$ cat src/rtl/eth_pkg.sv
// Shared definitions for the Ethernet AXI-Lite register block: register map,
// CTRL bit positions, identification default and AXI response codes.
package eth_pkg;

  // Byte offsets of the register map; only bits [4:2] are decoded.
  localparam logic [4:0] OFF_CTRL    = 5'h00;
  localparam logic [4:0] OFF_ID      = 5'h04;
  localparam logic [4:0] OFF_RX_CNT  = 5'h08;
  localparam logic [4:0] OFF_TX_CNT  = 5'h0C;
  localparam logic [4:0] OFF_CRC_CNT = 5'h10;
  localparam logic [4:0] OFF_SCRATCH = 5'h14;

  localparam logic [2:0] IDX_CTRL    = OFF_CTRL[4:2];
  localparam logic [2:0] IDX_ID      = OFF_ID[4:2];
  localparam logic [2:0] IDX_RX_CNT  = OFF_RX_CNT[4:2];
  localparam logic [2:0] IDX_TX_CNT  = OFF_TX_CNT[4:2];
  localparam logic [2:0] IDX_CRC_CNT = OFF_CRC_CNT[4:2];
  localparam logic [2:0] IDX_SCRATCH = OFF_SCRATCH[4:2];

  localparam int CTRL_TX_TEST_EN_BIT = 0;
  localparam int CTRL_SOFT_RST_BIT   = 1;

  localparam logic [31:0] ID_DEFAULT = 32'h0E7A_0001;

  localparam logic [1:0] RESP_OKAY   = 2'b00;
  localparam logic [1:0] RESP_SLVERR = 2'b10;

  typedef struct packed {
    logic [31:0] data;
    logic [3:0]  strb;
  } wbeat_t;

  function automatic logic idx_mapped(input logic [2:0] idx);
    return idx <= IDX_SCRATCH;
  endfunction

endpackage

$ cat src/rtl/eth_sat_cnt.sv
// Saturating event counter: +1 per pulse, sticks at all-ones, synchronous clear.
module eth_sat_cnt #(
  parameter int W = 32
) (
  input  logic         clk_i,
  input  logic         rst_ni,
  input  logic         pulse_i,
  input  logic         clr_i,
  output logic [W-1:0] count_o
);

  logic [W-1:0] cnt_q, cnt_d;

  // A clear that lands on the same edge as a pulse still counts that pulse.
  always_comb begin
    cnt_d = cnt_q;
    if (clr_i) begin
      cnt_d = pulse_i ? {{(W-1){1'b0}}, 1'b1} : '0;
    end else if (pulse_i && (cnt_q != {W{1'b1}})) begin
      cnt_d = cnt_q + {{(W-1){1'b0}}, 1'b1};
    end
  end

  always_ff @(posedge clk_i or negedge rst_ni) begin
    if (!rst_ni) cnt_q <= '0;
    else         cnt_q <= cnt_d;
  end

  assign count_o = cnt_q;

endmodule

$ cat src/rtl/eth_axil_regs.sv
// AXI4-Lite slave holding Ethernet MAC control, ID, frame/CRC counters and scratch.
// Valid/ready: a beat transfers on a rising edge where valid and ready are both 1.
module eth_axil_regs
  import eth_pkg::*;
#(
  parameter logic [31:0] ID_VALUE = ID_DEFAULT
) (
  input  logic        AXI_Clk,
  input  logic        AXI_Rstn,
  input  logic        AXI_awvalid,
  output logic        AXI_awready,
  input  logic [31:0] AXI_awaddr,
  input  logic        AXI_wvalid,
  output logic        AXI_wready,
  input  logic [31:0] AXI_wdata,
  input  logic [3:0]  AXI_wstrb,
  output logic        AXI_bvalid,
  input  logic        AXI_bready,
  output logic [1:0]  AXI_bresp,
  input  logic        AXI_arvalid,
  output logic        AXI_arready,
  input  logic [31:0] AXI_araddr,
  output logic        AXI_rvalid,
  input  logic        AXI_rready,
  output logic [31:0] AXI_rdata,
  output logic [1:0]  AXI_rresp,
  input  logic        Rx_Frame_Pulse,
  input  logic        Tx_Frame_Pulse,
  input  logic        Rx_Crc_Err_Pulse,
  output logic        Ctrl_Tx_Test_En,
  output logic        Ctrl_Soft_Rst,
  output logic        Dbg_Rd_State
);

  localparam logic [0:0] R_IDLE = 1'b0;
  localparam logic [0:0] R_RESP = 1'b1;

  logic        ready_en_q;
  logic        aw_held_q, aw_held_d;
  logic [2:0]  aw_idx_q, aw_idx_d;
  logic        w_held_q, w_held_d;
  wbeat_t      wbeat_q, wbeat_d;
  logic        bvalid_q, bvalid_d;
  logic [1:0]  bresp_q, bresp_d;
  logic        tx_en_q, tx_en_d;
  logic        soft_rst_q, soft_rst_d;
  logic [31:0] scratch_q, scratch_d;
  logic [0:0]  r_state_q, r_state_d;
  logic [31:0] rdata_q, rdata_d;
  logic [1:0]  rresp_q, rresp_d;

  logic        aw_hs, w_hs, b_hs, ar_hs, commit;
  logic [2:0]  c_idx;
  wbeat_t      c_beat;
  logic        clr_rx, clr_tx, clr_crc;
  logic [31:0] rx_cnt, tx_cnt, crc_cnt;
  logic [31:0] rd_mux_data;
  logic [1:0]  rd_mux_resp;
  logic        unused_addr_bits;

  assign unused_addr_bits = ^{AXI_awaddr[31:5], AXI_awaddr[1:0],
                              AXI_araddr[31:5], AXI_araddr[1:0]};

  // ready_en_q keeps all ready outputs low while reset is asserted.
  assign AXI_awready = ready_en_q & ~aw_held_q & ~bvalid_q;
  assign AXI_wready  = ready_en_q & ~w_held_q & ~bvalid_q;
  assign AXI_arready = ready_en_q & (r_state_q == R_IDLE);

  assign aw_hs = AXI_awvalid & AXI_awready;
  assign w_hs  = AXI_wvalid & AXI_wready;
  assign b_hs  = bvalid_q & AXI_bready;
  assign ar_hs = AXI_arvalid & AXI_arready;

  assign c_idx  = aw_held_q ? aw_idx_q : AXI_awaddr[4:2];
  assign c_beat = w_held_q ? wbeat_q : '{data: AXI_wdata, strb: AXI_wstrb};
  assign commit = (aw_held_q | aw_hs) & (w_held_q | w_hs) & ~bvalid_q;

  assign clr_rx  = commit & (c_idx == IDX_RX_CNT);
  assign clr_tx  = commit & (c_idx == IDX_TX_CNT);
  assign clr_crc = commit & (c_idx == IDX_CRC_CNT);

  always_comb begin
    aw_held_d  = aw_held_q;
    aw_idx_d   = aw_idx_q;
    w_held_d   = w_held_q;
    wbeat_d    = wbeat_q;
    bvalid_d   = bvalid_q;
    bresp_d    = bresp_q;
    tx_en_d    = tx_en_q;
    scratch_d  = scratch_q;
    soft_rst_d = 1'b0;
    if (aw_hs) begin
      aw_held_d = 1'b1;
      aw_idx_d  = AXI_awaddr[4:2];
    end
    if (w_hs) begin
      w_held_d = 1'b1;
      wbeat_d  = '{data: AXI_wdata, strb: AXI_wstrb};
    end
    if (commit) begin
      bvalid_d = 1'b1;
      bresp_d  = idx_mapped(c_idx) ? RESP_OKAY : RESP_SLVERR;
      if (c_idx == IDX_CTRL && c_beat.strb[0]) begin
        tx_en_d    = c_beat.data[CTRL_TX_TEST_EN_BIT];
        soft_rst_d = c_beat.data[CTRL_SOFT_RST_BIT];
      end
      if (c_idx == IDX_SCRATCH) begin
        for (int b = 0; b < 4; b++) begin
          if (c_beat.strb[b]) scratch_d[8*b +: 8] = c_beat.data[8*b +: 8];
        end
      end
    end
    // Both held beats stay parked until the response is accepted.
    if (b_hs) begin
      bvalid_d  = 1'b0;
      bresp_d   = RESP_OKAY;
      aw_held_d = 1'b0;
      w_held_d  = 1'b0;
    end
  end

  always_comb begin
    rd_mux_data = '0;
    rd_mux_resp = RESP_OKAY;
    case (AXI_araddr[4:2])
      IDX_CTRL:    rd_mux_data[CTRL_TX_TEST_EN_BIT] = tx_en_q;
      IDX_ID:      rd_mux_data = ID_VALUE;
      IDX_RX_CNT:  rd_mux_data = rx_cnt;
      IDX_TX_CNT:  rd_mux_data = tx_cnt;
      IDX_CRC_CNT: rd_mux_data = crc_cnt;
      IDX_SCRATCH: rd_mux_data = scratch_q;
      default:     rd_mux_resp = RESP_SLVERR;
    endcase
  end

  always_comb begin
    r_state_d = r_state_q;
    rdata_d   = rdata_q;
    rresp_d   = rresp_q;
    if (r_state_q == R_IDLE) begin
      if (ar_hs) begin
        r_state_d = R_RESP;
        rdata_d   = rd_mux_data;
        rresp_d   = rd_mux_resp;
      end
    end else if (AXI_rready) begin
      r_state_d = R_IDLE;
    end
  end

  always_ff @(posedge AXI_Clk or negedge AXI_Rstn) begin
    if (!AXI_Rstn) begin
      ready_en_q <= 1'b0;
      aw_held_q  <= 1'b0;
      aw_idx_q   <= '0;
      w_held_q   <= 1'b0;
      wbeat_q    <= '0;
      bvalid_q   <= 1'b0;
      bresp_q    <= RESP_OKAY;
      tx_en_q    <= 1'b0;
      soft_rst_q <= 1'b0;
      scratch_q  <= '0;
      r_state_q  <= R_IDLE;
      rdata_q    <= '0;
      rresp_q    <= RESP_OKAY;
    end else begin
      ready_en_q <= 1'b1;
      aw_held_q  <= aw_held_d;
      aw_idx_q   <= aw_idx_d;
      w_held_q   <= w_held_d;
      wbeat_q    <= wbeat_d;
      bvalid_q   <= bvalid_d;
      bresp_q    <= bresp_d;
      tx_en_q    <= tx_en_d;
      soft_rst_q <= soft_rst_d;
      scratch_q  <= scratch_d;
      r_state_q  <= r_state_d;
      rdata_q    <= rdata_d;
      rresp_q    <= rresp_d;
    end
  end

  eth_sat_cnt #(.W(32)) u_rx_cnt (
    .clk_i(AXI_Clk), .rst_ni(AXI_Rstn), .pulse_i(Rx_Frame_Pulse), .clr_i(clr_rx), .count_o(rx_cnt)
  );
  eth_sat_cnt #(.W(32)) u_tx_cnt (
    .clk_i(AXI_Clk), .rst_ni(AXI_Rstn), .pulse_i(Tx_Frame_Pulse), .clr_i(clr_tx), .count_o(tx_cnt)
  );
  eth_sat_cnt #(.W(32)) u_crc_cnt (
    .clk_i(AXI_Clk), .rst_ni(AXI_Rstn), .pulse_i(Rx_Crc_Err_Pulse), .clr_i(clr_crc), .count_o(crc_cnt)
  );

  assign AXI_bvalid      = bvalid_q;
  assign AXI_bresp       = bresp_q;
  assign AXI_rvalid      = (r_state_q == R_RESP);
  assign AXI_rdata       = rdata_q;
  assign AXI_rresp       = rresp_q;
  assign Ctrl_Tx_Test_En = tx_en_q;
  assign Ctrl_Soft_Rst   = soft_rst_q;
  assign Dbg_Rd_State    = r_state_q;

endmodule

$ cat config.mk
export PLATFORM = sky130hd
export DESIGN_NAME = eth_axil_regs
export DESIGN_NICKNAME = d
export VERILOG_FILES = /design/src/rtl/eth_pkg.sv /design/src/rtl/eth_sat_cnt.sv /design/src/rtl/eth_axil_regs.sv
export SDC_FILE = /design/constraint.sdc
export NUM_CORES = 1
export LEC_CHECK = 0
export ABC_AREA = 1
export CORE_MARGIN = 1.5
export CORE_UTILIZATION = 55
export CTS_BUF_LIST = sky130_fd_sc_hd__clkbuf_4 sky130_fd_sc_hd__clkbuf_8
export DETAILED_ROUTE_END_ITERATION = 12
export PLACE_DENSITY_LB_ADDON = 0.12
export SLEW_MARGIN = 30
export SYNTH_ARGS = -nofsm -noshare
export SYNTH_HDL_FRONTEND = slang
export SYNTH_HIERARCHICAL = 1
export SYNTH_SLANG_ARGS = --single-unit
$ cat constraint.sdc
create_clock -name AXI_Clk -period 2.9 [get_ports AXI_Clk]
set_input_delay 0.435 -clock AXI_Clk [delete_from_list [all_inputs] [get_ports AXI_Clk]]
set_output_delay 0.435 -clock AXI_Clk [all_outputs]
set_load 0.05 [all_outputs]
==> reports/summary.txt, run 1 <==
SYNTHESIS
--------------------------------------------------------------------------------------------------
Proportion of register bits with asynchronous set or reset after synthesis                    100%
Mapped Area                                                                            12400 sq um
Number of warnings reported in the yosys synthesis log                                           6
Mean post-synth cell area                                                               6.87 sq um
Proportion of synthesized area in mux cells                                                     0%
Predominant post-synthesis flop cell                                                  sky130_fd_sc_hd__dfrtp_1
Number of flops mapped to enable cells by yosys                                                  0
Share of Yosys cell area claimed by the top area cell type                                   41.9%
Dominant combinational cell family by area after synthesis                            simple AND/OR/NAND/NOR gates
Compound-cell area share of the yosys netlist                                                6.43%
Synth area leader                                                                     sky130_fd_sc_hd__dfrtp_1
Yosys cell types                                                                                40
Synthesized flop and latch total                                                               208
Largest cells by area after synthesis                                                 sky130_fd_sc_hd__dfrtp_1, sky130_fd_sc_hd__nand2_1, sky130_fd_sc_hd__nor2_1
Sequential area share after synthesis                                                        41.9%
Adder-Cell Fraction of Synth Area                                                           0.302%
Simple-gate area share of the yosys netlist                                                  41.7%
Top post-synthesis cells by count                                                     sky130_fd_sc_hd__nand2_1, sky130_fd_sc_hd__dfrtp_1, sky130_fd_sc_hd__nor2_1
Dominant cell by count in the synthesized netlist                                     sky130_fd_sc_hd__nand2_1
XOR/XNOR Fraction of Synth Area                                                              1.90%
Post-Synthesis Cells                                                                          1809

CRITICAL PATH
--------------------------------------------------------------------------------------------------
Crit Path Max Fanout                                                                             4
Cell chain of the critical path                                                       clkinv_2 > nand2_4 > nor2_1 > clkdlybuf4s50_1
Required time of the critical path                                                         2470 ps
Reg2reg path depth                                                                              10
Crit path capture type                                                                primary output
Element type at the critical path start                                                  flip-flop
FF-to-FF Start                                                                        AXI_bvalid$_DFFE_PN0P_
Signal arrival time at the worst endpoint                                                  2090 ps
Reg-to-reg slack, setup                                                                     470 ps
Startpoint-to-endpoint class of the critical path                                          reg2out
CP max-delay cell                                                                     sky130_fd_sc_hd__clkdlybuf4s50_1
Delay of the slowest cell on the worst path                                                 830 ps
Reg2reg end                                                                           u_crc_cnt/count_o[26]$_DFFE_PN0P_

CELLS AND AREA
--------------------------------------------------------------------------------------------------
Diode insertion count for antenna repair                                                         0
Layout cell share with drive strength beyond 1                                               8.95%
Number of nets in the layout                                                                  2022
Layout Area Growth over Synthesis                                                            15.6%
Filler cells                                                                                  2014
Final cell count without fillers                                                              2213

FLOORPLAN
--------------------------------------------------------------------------------------------------
I/O Pins                                                                                       154
Initial Util                                                                                 56.5%
Floorplan Core Area                                                                    22000 sq um
Placement Rows                                                                                  54
Die Y                                                                                       153 um
Full die area                                                                          23500 sq um
Horizontal die dimension                                                                    153 um

GLOBAL ROUTE
--------------------------------------------------------------------------------------------------
Pin count of the biggest net entering global routing                                            79
Number of global-route vias before repair                                                    11200
Global-route wire length before repair                                                    60000 um
Global-route total usage across every layer                                                  32.3%
Initial antenna violation count                                                                  0
Overall overflow remaining after global route                                                    0

STA
--------------------------------------------------------------------------------------------------
Crit path time final                                                                       2530 ps
Setup violations, final                                                                          0
Setup Total Neg Slack                                                                         0 ps
Maximum clock frequency                                                                  0.396 GHz
Relative slew slack                                                                          51.5%
Clk_skew                                                                                   20.9 ps
Setup repair after global routing missed its margin                                             no
Final number of max-transition violations                                                        0
Final hold violation count                                                                       0
Final worst path period share                                                                87.2%
Worst-Margin Slew                                                                           728 ps

ROUTE
--------------------------------------------------------------------------------------------------
Average wire per cell in the routed design                                                 16.9 um
Drt initial violations                                                                        1210
Vias after detailed routing                                                                  12200
Number of iterations in the first detailed-routing pass                                          5
Via density per instance                                                                      5.52
Residual DRC count                                                                               0
Total Wirelength                                                                          37300 um
Detail Route Antenna Nets                                                                        0

PWR
--------------------------------------------------------------------------------------------------
Worst voltage drop across the vdd grid                                                    0.915 mV
Total leakage power                                                                     0.00700 uW
Total Power                                                                                9900 uW
Power density cells                                                                    688 nW/um^2

RUN STATUS
--------------------------------------------------------------------------------------------------
Run status                                                                            finished clean

CLOCK NETWORK
--------------------------------------------------------------------------------------------------
Clock buffer count from CTS                                                                     37
CTS root buffer                                                                       sky130_fd_sc_hd__clkbuf_8
Clock tree sinks                                                                               208
Clock tree from TritonCTS                                                                     done
Clock network latency to the later pin of the worst-skew pair                               560 ps
Worst-case clock buffer depth                                                                    3
Clock transition time at the flip-flop clock pins of the worst setup and hold paths          60 ps
Maximum level of the CTS H-tree                                                                  2
Post-CTS setup buffer count                                                                      0

PLACEMENT
--------------------------------------------------------------------------------------------------
HPWL reported at the end of detailed placement                                            27700 um
Placed cell count                                                                             2149
Port Buf Inserts                                                                                93
GPL Wtd Cong                                                                                  1.02

WORST HOLD PATH
--------------------------------------------------------------------------------------------------
Type of the tightest min-delay check                                                      in2async

RUN
--------------------------------------------------------------------------------------------------
Number of max-cap violations                                                                     0

[layer usage]
metal | share of wire (%) | vias to the layer above | global-route usage [%]
met1 | 43 | 5668 | 45.3
met2 | 45 | 522 | 51.0
li1 | - | 5935 | -
met5 | 0 | - | 0
met3 | 8.1 | 95 | 5.16
met4 | 3.4 | 0 | 11.4
[per-stage QoR]
step	utilization, %	instance area [sq um]	setup WS (ps)	hold slack, ps
3_3_place_gp	61.8	13600	206	456
2_1_floorplan	-	12400	405	139
3_5_place_dp	61.8	13600	117	458
6_report	65.3	14400	372	461
5_1_grt	65.3	14400	264	462
4_1_cts	65.3	14400	344	448
[final cells by class]
class	instances	area (sq um)	share of cell area [%]
multi-input cells	1388	6290	43.7
flip-flops and latches	208	5210	36.2
clock inverters	4	30.0	0.209
inverters	148	572	3.98
clock buffers	59	724	5.04
repair buffers	126	1210	8.41
well taps	280	350	2.44
[worst max-delay path: cells and delay by family (launching register included)]
family | cells | cell delay (ps)
buf+inv | 2 | 930
flops | 1 | 420
simple gates | 2 | 200
[placed cells by master, fill, tap and decap left out, types with 3 or more instances in the layout]
master	n
sky130_fd_sc_hd__nand2_4	7
sky130_fd_sc_hd__nand3_1	104
sky130_fd_sc_hd__ha_1	3
sky130_fd_sc_hd__buf_4	30
sky130_fd_sc_hd__clkdlybuf4s50_1	92
sky130_fd_sc_hd__clkbuf_8	46
sky130_fd_sc_hd__or2_2	3
sky130_fd_sc_hd__clkinv_4	3
sky130_fd_sc_hd__dfrtp_1	207
sky130_fd_sc_hd__o21a_1	3
sky130_fd_sc_hd__nor2_2	11
sky130_fd_sc_hd__inv_1	136
sky130_fd_sc_hd__clkbuf_4	14
sky130_fd_sc_hd__nand2_1	784
sky130_fd_sc_hd__o21ai_0	98
sky130_fd_sc_hd__nand3b_1	3
sky130_fd_sc_hd__nand4_1	87
sky130_fd_sc_hd__conb_1	3
sky130_fd_sc_hd__nor2_1	170
sky130_fd_sc_hd__xor2_1	15
sky130_fd_sc_hd__o21bai_1	5
sky130_fd_sc_hd__nand2_2	16
sky130_fd_sc_hd__nor2_4	10
sky130_fd_sc_hd__o21ai_2	5
sky130_fd_sc_hd__nor2_8	3
sky130_fd_sc_hd__xnor2_1	12
sky130_fd_sc_hd__a21oi_1	17
sky130_fd_sc_hd__inv_2	8
sky130_fd_sc_hd__a22oi_1	3
sky130_fd_sc_hd__o21ai_1	15
sky130_fd_sc_hd__nand4_2	4
[power by group]
part,switching [uW],internal (uW)
clock network,1250,1580
registers,617,3600
logic,1920,931
total,3780,6120
[registers in the layout, summed over array words and instances (netlist names), 3 cells and up]
register,cells
AXI_rdata,32
aw_idx_q,3
scratch_q,32
u_crc_cnt/count_o,32
u_rx_cnt/count_o,32
u_tx_cnt/count_o,32
wbeat_q,36
[worst max path at each step]
stage | startpoint | to | slack (ps) | depth (start not counted)
6_report | AXI_bvalid$_DFFE_PN0P_ | AXI_wready | 370 | 4
3_3_place_gp | AXI_wvalid | u_crc_cnt/count_o[17]$_DFFE_PN0P_ | 210 | 10
5_1_grt | AXI_bvalid$_DFFE_PN0P_ | u_crc_cnt/count_o[16]$_DFFE_PN0P_ | 260 | 10
2_1_floorplan | AXI_bvalid$_DFFE_PN0P_ | u_tx_cnt/count_o[19]$_DFFE_PN0P_ | 410 | 11
3_5_place_dp | AXI_wvalid | u_crc_cnt/count_o[4]$_DFFE_PN0P_ | 120 | 10
4_1_cts | AXI_bvalid$_DFFE_PN0P_ | AXI_wready | 340 | 4
[what timing repair did]
action                    CTS  global route
hold buffers                1             0
resized for setup           0             0
hold endpoints to repair   73             0
[cell families (layout without fill, tap and decap cells)]
group / after synthesis / count (layout)
AO/OA/AOI/OAI: 149 / 149
XOR/XNOR: 27 / 27
adder cells (fa/ha/maj): 3 / 3
buffers and inverters: 214 / 337
flip-flops: 208 / 208
other: 2 / 3
AND/OR/NAND/NOR: 1206 / 1206
Note: power is estimated with default switching activity, not from simulation.
==> run 2: changes to the inputs <==
CORE_UTILIZATION = 40   (was 55)
==> run 2 against run 1 <==
Net effect: first-iteration DRC count shrank 17%; highest routed layer unchanged; fmax shrank 2.9%; largest power group unchanged; via count shrank 3.1%; power grew 1.2%; register-to-register slack gained 140 ps.
==> reports/summary.txt, run 2 (synthesis results as in run 1) <==
CLOCK NETWORK
--------------------------------------------------------------------------------------------------
Clock network latency to the later pin of the worst-skew pair                               550 ps   about the same
Post-CTS setup buffer count                                                                      0   unchanged
Number of resized instances in the post-cts repair step                                          0   unchanged
Clock tree sinks                                                                               208   unchanged
Hold_buf cts                                                                                     1   unchanged
Clock buffer count from CTS                                                                     41   +11%
CTS root buffer                                                                       sky130_fd_sc_hd__clkbuf_8
Clock transition time at the flip-flop clock pins of the worst setup and hold paths          70 ps   about the same
Maximum level of the CTS H-tree                                                                  2   unchanged
Worst-case clock buffer depth                                                                    3   unchanged
Clock tree from TritonCTS                                                                     done

STA
--------------------------------------------------------------------------------------------------
Worst-Margin Slew                                                                           739 ps   +11.0 ps
Worst Setup Slack, final                                                                    297 ps   -75.4 ps
Crit path time final                                                                       2600 ps   +75.4 ps
Setup repair after global routing missed its margin                                             no
Setup violations, final                                                                          0   unchanged
Hold_ws                                                                                     409 ps   -52.5 ps
Relative slew slack                                                                          50.7%   -0.74 points
Final worst path period share                                                                89.8%   +2.6 points
Setup Total Neg Slack                                                                         0 ps   unchanged
Clk_skew                                                                                   21.5 ps   +0.592 ps
Maximum clock frequency                                                                  0.384 GHz   -2.9%
Final hold violation count                                                                       0   unchanged
Final number of max-transition violations                                                        0   unchanged

ROUTE
--------------------------------------------------------------------------------------------------
Via density per instance                                                                      5.07   -8.1%
Drt initial violations                                                                        1007   -17%
Number of iterations in the first detailed-routing pass                                          5   unchanged
Detail Route Antenna Nets                                                                        0   unchanged
Average wire per cell in the routed design                                                 16.2 um   -3.8%
Residual DRC count                                                                               0   unchanged
Total Wirelength                                                                          37800 um   +1.5%
Vias after detailed routing                                                                  11800   -3.1%

CELLS AND AREA
--------------------------------------------------------------------------------------------------
Final cell count without fillers                                                              2334   +5.5%
Commonest non-fill, non-tap cell in the layout                                        sky130_fd_sc_hd__nand2_1
Number of nets in the layout                                                                  2024   +0.099%
Layout cell share with drive strength beyond 1                                               9.24%   +0.29 points
Max FFs per register                                                                            36   unchanged
Layout Area Growth over Synthesis                                                            17.3%
Register containing the most flip-flops in the final layout                                wbeat_q
Diode insertion count for antenna repair                                                         0   unchanged
Commonest non-fill, non-tap cells in the layout                                       sky130_fd_sc_hd__nand2_1, sky130_fd_sc_hd__dfrtp_1, sky130_fd_sc_hd__nor2_1, sky130_fd_sc_hd__inv_1, sky130_fd_sc_hd__nand3_1

CRITICAL PATH
--------------------------------------------------------------------------------------------------
Crit path capture type                                                                primary output
Required time of the critical path                                                         2470 ps   about the same
Element type at the critical path start                                                  flip-flop
Reg2reg path depth                                                                              11   +1
Signal arrival time at the worst endpoint                                                  2170 ps   +80 ps
FF-to-FF Start                                                                        u_tx_cnt/count_o[0]$_DFFE_PN0P_
Startpoint-to-endpoint class of the critical path                                          reg2out
Crit Path Max Fanout                                                                            19   +15
Reg2reg end                                                                           u_tx_cnt/count_o[13]$_DFFE_PN0P_
Reg-to-reg slack, setup                                                                     610 ps   +140 ps

RUN STATUS
--------------------------------------------------------------------------------------------------
Run status                                                                            finished clean

GLOBAL ROUTE
--------------------------------------------------------------------------------------------------
Initial antenna violation count                                                                  0   unchanged
Number of global-route vias before repair                                                    11100   -0.57%
Global-route wire length before repair                                                    60800 um   +1.4%
Overall overflow remaining after global route                                                    0   unchanged
Pin count of the biggest net entering global routing                                            73   -7.6%
Global-route total usage across every layer                                                  24.4%   -7.9 points

WORST HOLD PATH
--------------------------------------------------------------------------------------------------
Type of the tightest min-delay check                                                      in2async

PLACEMENT
--------------------------------------------------------------------------------------------------
Minimum setup slack after placement                                                         192 ps   +75.5 ps
Placed cell count                                                                             2263   +5.3%
HPWL reported at the end of detailed placement                                            28000 um   +1.0%
Port Buf Inserts                                                                                93   unchanged
GPL Wtd Cong                                                                                 0.895   -12%

FLOORPLAN
--------------------------------------------------------------------------------------------------
Placement Rows                                                                                  64   +19%
Initial Util                                                                                 40.7%   -16 points
Floorplan Core Area                                                                    30600 sq um   +39%
Full die area                                                                          32200 sq um   +37%
Die Y                                                                                       179 um   +17%
Horizontal die dimension                                                                    179 um   +17%
I/O Pins                                                                                       154   unchanged

PWR
--------------------------------------------------------------------------------------------------
Worst voltage drop across the vdd grid                                                    0.464 mV   -49%
Total Power                                                                               10000 uW   +1.2%
Power density cells                                                                    687 nW/um^2   -0.22%
Total leakage power                                                                     0.00704 uW   +0.60%

RUN
--------------------------------------------------------------------------------------------------
Number of max-cap violations                                                                     0   unchanged

-- run 2: cell count changes in the layout (fill, tap and decap cells not counted) --
cell	delta
sky130_fd_sc_hd__a21oi_1	-1
sky130_fd_sc_hd__a21oi_2	+1
sky130_fd_sc_hd__bufinv_16	+1
sky130_fd_sc_hd__clkinv_2	+7
sky130_fd_sc_hd__nor3_4	+1
sky130_fd_sc_hd__clkbuf_8	+2
sky130_fd_sc_hd__nor3_2	-1
sky130_fd_sc_hd__clkbuf_4	-1
sky130_fd_sc_hd__clkinvlp_4	-1
sky130_fd_sc_hd__buf_4	-2
sky130_fd_sc_hd__inv_6	-1
-- run 2: worst max-delay path, cell delays in order (launching register included) --
cell	delay [ps]
sky130_fd_sc_hd__dfrtp_2	530
sky130_fd_sc_hd__nor2_1	240
sky130_fd_sc_hd__clkdlybuf4s50_1	850
-- run 2: report_power, final --
| group | total [uW] | internal, uW | switching (uW) |
|---|---|---|---|
| Clock | 3040 | 1730 | 1310 |
| Combinational | 2770 | 930 | 1840 |
| Sequential | 4210 | 3600 | 603 |
-- run 2: worst max path at each step --
| stage | from | end | depth (start not counted) |
|---|---|---|---|
| after floorplan | AXI_bvalid$_DFFE_PN0P_ | u_tx_cnt/count_o[19]$_DFFE_PN0P_ | 11 |
| after global placement | AXI_wvalid | u_rx_cnt/count_o[29]$_DFFE_PN0P_ | 10 |
| after detailed placement | AXI_wvalid | u_rx_cnt/count_o[18]$_DFFE_PN0P_ | 10 |
| after CTS | w_held_q$_DFFE_PN0P_ | AXI_wready | 2 |
| after global routing | w_held_q$_DFFE_PN0P_ | AXI_wready | 2 |
| final | w_held_q$_DFFE_PN0P_ | AXI_wready | 2 |
-- run 2: stage by stage --
stage,cell area (sq um),util [%]
2_1_floorplan,12400,-
3_3_place_gp,13700,44.9
3_5_place_dp,13800,45.0
4_1_cts,14600,47.7
5_1_grt,14600,47.7
6_report,14600,47.7
-- run 2: area by class of cell --
type	instances	area, sq um
timing repair buffer	124	1190
fill	3183	16000
clock inverter	10	78.8
clock buffer	60	744
sequential	208	5210
multi-input combinational	1388	6300
tap	396	495
inverter	148	572
-- run 2: metal layers --
| layer | global-route usage (%) | wire (um) | vias to the layer above |
|---|---|---|---|
| li1 | - | - | 5940 |
| met4 | 6.54 | 806 | 0 |
| met5 | 0 | 0 | - |
| met2 | 38.7 | 17000 | 327 |
| met1 | 34.7 | 18000 | 5521 |
| met3 | 3.63 | 2000 | 56 |
